$ cat src/rtl/ir_move_controller.sv
// Queues IR direction commands and applies at most one cursor move per video frame,
// with saturating clamps to the visible area.
module ir_move_controller #(
  parameter int H_MAX  = 639,
  parameter int V_MAX  = 479,
  parameter int STEP   = 8,
  parameter int X_INIT = 320,
  parameter int Y_INIT = 240,
  parameter int DEPTH  = 4
) (
  input  logic                     Clock,
  input  logic                     Reset,
  input  logic                     Up,
  input  logic                     Down,
  input  logic                     Left,
  input  logic                     Right,
  input  logic                     Readable,
  input  logic                     Frame_Start,
  output logic [9:0]               Pos_X,
  output logic [9:0]               Pos_Y,
  output logic                     Moved,
  output logic                     Invalid,
  output logic                     Overflow,
  output logic [$clog2(DEPTH):0]   Queue_Count
);

  localparam int AW = $clog2(DEPTH);
  localparam int CW = AW + 1;

  typedef enum logic [1:0] {IDLE, ARMED, APPLY} state_t;

  state_t          state_q, state_d;
  logic            readable_q;
  logic [CW-1:0]   count_q, count_d;
  logic [AW-1:0]   wr_ptr_q, wr_ptr_d;
  logic [AW-1:0]   rd_ptr_q, rd_ptr_d;
  logic [1:0]      cmd_q, cmd_d;
  logic [9:0]      pos_x_q, pos_x_d;
  logic [9:0]      pos_y_q, pos_y_d;
  logic            moved_q, moved_d;
  logic            invalid_q, invalid_d;
  logic            overflow_q, overflow_d;
  logic [1:0]      mem_q [DEPTH];

  logic            capture;
  logic            dir_valid;
  logic [1:0]      dir_code;
  logic            pop;
  logic            full;
  logic            push_req;
  logic            push;
  logic [10:0]     x_wide, y_wide, x_new, y_new;

  assign capture  = Readable & ~readable_q;
  assign pop      = (state_q == ARMED) & Frame_Start;
  assign full     = (count_q == CW'(DEPTH));
  assign push_req = capture & dir_valid;
  // A full FIFO still accepts a push when the head is popped in the same cycle
  assign push     = push_req & (~full | pop);

  always_comb begin
    dir_valid = 1'b0;
    dir_code  = 2'd0;
    unique case ({Up, Down, Left, Right})
      4'b1000: begin dir_valid = 1'b1; dir_code = 2'd0; end
      4'b0100: begin dir_valid = 1'b1; dir_code = 2'd1; end
      4'b0010: begin dir_valid = 1'b1; dir_code = 2'd2; end
      4'b0001: begin dir_valid = 1'b1; dir_code = 2'd3; end
      default: begin dir_valid = 1'b0; dir_code = 2'd0; end
    endcase
  end

  always_comb begin
    x_wide = {1'b0, pos_x_q};
    y_wide = {1'b0, pos_y_q};
    x_new  = x_wide;
    y_new  = y_wide;
    unique case (cmd_q)
      2'd0: y_new = (y_wide < 11'(STEP)) ? 11'd0 : y_wide - 11'(STEP);
      2'd1: y_new = (y_wide + 11'(STEP) > 11'(V_MAX)) ? 11'(V_MAX) : y_wide + 11'(STEP);
      2'd2: x_new = (x_wide < 11'(STEP)) ? 11'd0 : x_wide - 11'(STEP);
      2'd3: x_new = (x_wide + 11'(STEP) > 11'(H_MAX)) ? 11'(H_MAX) : x_wide + 11'(STEP);
      default: begin x_new = x_wide; y_new = y_wide; end
    endcase
  end

  always_comb begin
    state_d    = state_q;
    count_d    = count_q + CW'(push) - CW'(pop);
    wr_ptr_d   = push ? wr_ptr_q + AW'(1) : wr_ptr_q;
    rd_ptr_d   = pop ? rd_ptr_q + AW'(1) : rd_ptr_q;
    cmd_d      = pop ? mem_q[rd_ptr_q] : cmd_q;
    pos_x_d    = pos_x_q;
    pos_y_d    = pos_y_q;
    moved_d    = 1'b0;
    invalid_d  = capture & ~dir_valid;
    overflow_d = push_req & full & ~pop;
    unique case (state_q)
      IDLE:  if (count_d != '0) state_d = ARMED;
      ARMED: if (pop) state_d = APPLY;
      APPLY: begin
        pos_x_d = x_new[9:0];
        pos_y_d = y_new[9:0];
        moved_d = (x_new != x_wide) | (y_new != y_wide);
        state_d = (count_d != '0) ? ARMED : IDLE;
      end
      default: state_d = IDLE;
    endcase
  end

  always_ff @(posedge Clock) begin
    if (Reset) begin
      state_q    <= IDLE;
      readable_q <= 1'b0;
      count_q    <= '0;
      wr_ptr_q   <= '0;
      rd_ptr_q   <= '0;
      cmd_q      <= 2'd0;
      pos_x_q    <= 10'(X_INIT);
      pos_y_q    <= 10'(Y_INIT);
      moved_q    <= 1'b0;
      invalid_q  <= 1'b0;
      overflow_q <= 1'b0;
    end else begin
      state_q    <= state_d;
      readable_q <= Readable;
      count_q    <= count_d;
      wr_ptr_q   <= wr_ptr_d;
      rd_ptr_q   <= rd_ptr_d;
      cmd_q      <= cmd_d;
      pos_x_q    <= pos_x_d;
      pos_y_q    <= pos_y_d;
      moved_q    <= moved_d;
      invalid_q  <= invalid_d;
      overflow_q <= overflow_d;
    end
  end

  // Storage needs no reset; occupancy is tracked by the pointers and count
  always_ff @(posedge Clock) begin
    if (!Reset && push) mem_q[wr_ptr_q] <= dir_code;
  end

  assign Pos_X       = pos_x_q;
  assign Pos_Y       = pos_y_q;
  assign Moved       = moved_q;
  assign Invalid     = invalid_q;
  assign Overflow    = overflow_q;
  assign Queue_Count = count_q;

endmodule

$ cat config.mk
export PLATFORM = sky130hd
export DESIGN_NAME = ir_move_controller
export DESIGN_NICKNAME = d
export VERILOG_FILES = /design/src/rtl/ir_move_controller.sv
export SDC_FILE = /design/constraint.sdc
export NUM_CORES = 1
export LEC_CHECK = 0
export BUFFER_PORTS_ARGS = -buffer_cell sky130_fd_sc_hd__buf_2
export CORE_ASPECT_RATIO = 0.5
export CORE_UTILIZATION = 60
export CTS_CLUSTER_DIAMETER = 50
export DETAILED_ROUTE_END_ITERATION = 7
export HOLD_SLACK_MARGIN = 0.05
export PLACE_DENSITY = 0.87
export SLEW_MARGIN = 20
export SYNTH_ARGS = -nofsm -noshare
export SYNTH_HDL_FRONTEND = slang
export SYNTH_SLANG_ARGS = --single-unit
$ cat constraint.sdc
create_clock -name Clock -period 9.6 [get_ports Clock]
set_clock_uncertainty 0.1 [all_clocks]
set_input_delay 2.88 -clock Clock [delete_from_list [all_inputs] [get_ports Clock]]
set_output_delay 2.88 -clock Clock [all_outputs]
set_load 0.01 [all_outputs]
==> flow_results.org <==
** Timing
- Timing would allow up to 188 MHz.
- Setup repair after global routing left no endpoint under its margin.
- After layout, the worst path uses 55.5% of the clock period.
- Max-slew headroom at the worst pin :: 42.8%
- The number of pins exceeding their max-slew limit in the final report was 0.
- Finish-stage setup viols :: 0
- Pin slew with the least headroom to its limit :: 0.856 ns
- Final Hold Viols :: 0
- After routing, the total negative slack on setup checks comes to 0 ns.
- Time the final worst path needs with I/O delays and setup :: 5.33 ns

** Synthesis
- The biggest area contributor in the post-synthesis netlist is dfxtp_1.
- Number of enable flip-flop cells after synthesis :: 8
- Post-synthesis register bit count :: 43
- Post-synthesis area per instance :: 8.10 sq um
- Sequential elements use 28.8% of the synthesized area.
- Post-synthesis cell type count :: 77
- Most used DFF post-synth :: dfxtp_1
- Ranked by total cell area, the synthesized netlist is headed by dfxtp_1 (21%), edfxtp_1 (7.3%), nor2_1 (5.3%).
- Number of warnings printed during yosys synthesis :: 0
- Synthesized Nets :: 425
- Counting flops with an async set or reset pin after synthesis yields a share of 0%.
- Area share of the largest cell type after synthesis :: 21.4%
- Netlist Area Pre-Place :: 3270 sq um
- Synthesis produced 404 cells.

** Critical path
- Biggest fanout along the worst timing path :: 5
- Kind of start point of the critical path :: primary input
- Arrival time at the worst endpoint :: 5.44 ns
- Endpoint of the most critical register-to-register path :: Moved
- The worst register-to-register path begins at Pos_X[3].
- Worst r2r path cells :: 9
- The setup path with the least slack is of type primary input to flop.
- Setup slack on the worst reg-to-reg path comes out at 6.27 ns.
- STA puts the critical path data required time at 9.72 ns.
- STA classifies the critical path endpoint as a flop.

** Final layout
- Final Non-Filler Cells :: 487
- From synthesis to final layout, the design area changed by 6.66%.
- Area of the multi-input gates :: 2110 sq um
- Storage cell area :: 941 sq um
- Net count of the finished layout :: 437
- In the final layout, the share of cells above drive strength 1 is 15.3%.
- Once layout is done, the placed cells without fillers occupy 3490 sq um.
- Number of inserted diodes :: 0
- The layout has 423 filler cells.
- The top cell types in the final layout, fill and taps aside, are nor2_1 (46), nand2_1 (39), dfxtp_1 (35).
- The library cell used most frequently in the layout, excluding fill and tap cells, is nor2_1.

** Routing
- # DRC :: 0
- DR iter-0 viols :: 456
- For this run, the detailed router's first-pass iteration total came to 7.
- Once detail routing completed, the nets flagged for antenna violations numbered 0.
- Routed via count :: 3126
- The final layout contains routed wiring with a total length of 8190 um.
- WL/cell :: 16.8 um
- Dividing the detail-routed via count by the number of cells gives 6.42.

** Pwr
- In this run the power density over the cells is 148 nW/um^2.
- For this design the static power due to leakage is 0.00126 uW.
- Worst VDD drop :: 0.104 mV

** CTS
- # hold bufs at CTS :: 0
- Worst-Skew Late Latency :: 0.30 ns
- Clock transition at the registers of the reported paths :: 0.09 ns
- TritonCTS created 5 clock buffers.
- Counting every sink on the clock net gives 43.
- The number of setup buffers added after CTS is 0.
- The clock passes through at most 2 buffers.
- H-Tree Depth :: 2
- Resized cells post-CTS :: 0
- Clock tree from TritonCTS :: done
- Clock root buffer :: clkbuf_8

** Global routing
- Global routing used 29.5% of the available tracks across all layers.
- Largest net degree at the start of global routing :: 30
- Wire length of the first global-routing pass :: 13300 um
- The total overflow left after global routing is 0.
- The number of global-route vias before repair is 2808.
- Antenna violations before repair :: 0

** Worst hold path
- The tightest min-delay check is of the flop to flop type.
- WHS Endpoint :: Pos_X[0]
- Worst hold stages :: 2
- Start point of the worst hold path :: Pos_X[0]

** Floorplanning
- Area enclosed by the die boundary :: 5770 sq um
- During I/O placement, the number of pins put on the boundary was 34.
- In this run the horizontal extent of the chip is 106 um.
- In this run the vertical extent of the chip is 54.2 um.
- Once the floorplan was initialized, standard cells occupied 64.3% of the core.
- Number of rows created at floorplan :: 18
- Core area :: 5090 sq um

** Placed design
- Number of buffer cells added on primary ports :: 33
- Final weighted congestion in routability-driven placement :: 0.933
- Post-detailed-placement cell area :: 3380 sq um
- Placed cell count :: 479
- Estimated wirelength of the detail-placed design :: 5780 um

** Flow run
- Across the run, the number of max-cap violations was 0.

** Outcome
- Outcome :: completed
## stage by stage
stage	hold slack (ns)	power [uW]	util (%)	setup WS, ns
after CTS	0.394	512	68.5	4.24
after global routing	0.415	542	68.5	3.99
after floorplan	0.384	340	-	4.47
after global placement	0.365	368	66.4	4.17
final	0.395	516	68.5	4.27
after detailed placement	0.380	377	66.4	3.92
## registers in the layout (all words and copies together), names as in the netlist, 2 cells and up
| name | flops |
|---|---|
| state_q | 2 |
| Pos_Y | 10 |
| Pos_X | 10 |
| cmd_q | 2 |
| wr_ptr_q | 2 |
| Queue_Count | 3 |
| rd_ptr_q | 2 |
| mem_q | 8 |
## how the worst max path moves through the flow
stage	startpoint	to	slack, ns	cells after the start
floorplan	Up	state_q[0]	4.47	12
global placement	Up	state_q[0]	4.17	13
detailed placement	Up	state_q[0]	3.92	13
CTS	Up	state_q[0]	4.24	13
global route	Up	state_q[0]	3.99	13
finish	Up	state_q[0]	4.27	13
## logic make-up (layout without fill, tap and decap cells)
| kind of cell | Yosys count | after routing | share of synthesized area, % |
|---|---|---|---|
| buffers and inverters | 46 | 59 | 6.62 |
| adder cells (fa/ha/maj) | 13 | 13 | 5.20 |
| flip-flops | 43 | 43 | 28.8 |
| AND/OR/NAND/NOR | 173 | 173 | 29.6 |
| AO/OA/AOI/OAI | 105 | 105 | 22.2 |
| XOR/XNOR | 13 | 13 | 3.48 |
| multiplexers | 11 | 11 | 4.17 |
## routing by layer
layer  global-route usage [%]  routed length [um]  vias up
li1                         -                   -     1500
met4                     9.59                 188        0
met3                     5.21                 654       24
met5                        0                   0        -
met1                     35.8                3420     1435
met2                     55.1                3930      167
## Yosys cell counts, drive strengths merged (9+ instances only)
library cell	instances
dfxtp	35
a211oi	9
clkbuf	11
nand3	10
nor2	46
nand2	41
nor3	23
buf	18
ha	12
inv	17
a21oi	31
o21ai	19
## layout make-up
class / count / area share [%]
Multi-Input combinational cell: 315 / 60.6
Sequential cell: 43 / 27.0
Timing Repair Buffer: 34 / 4.95
Clock buffer: 6 / 2.69
Tap cell: 70 / 2.51
Inverter: 17 / 1.83
Clock inverter: 2 / 0.466
## where the power goes
group	total, uW	switching (uW)	internal [uW]
Combinational	147	84.8	62.2
Clock	139	70.5	68.1
Sequential	230	31.5	198
Total	516	187	329
## worst max-delay path, stage by stage
cell	delay, ns
buf_2	0.13
o21ai_0	0.18
o21ai_0	0.10
o21ai_0	0.33
nand4b_1	0.29
ha_1	0.36
inv_1	0.06
ha_1	0.13
inv_1	0.05
fa_1	0.37
xor2_1	0.17
xnor2_1	0.15
a311oi_1	0.25
(Power assumes the default switching activity.)
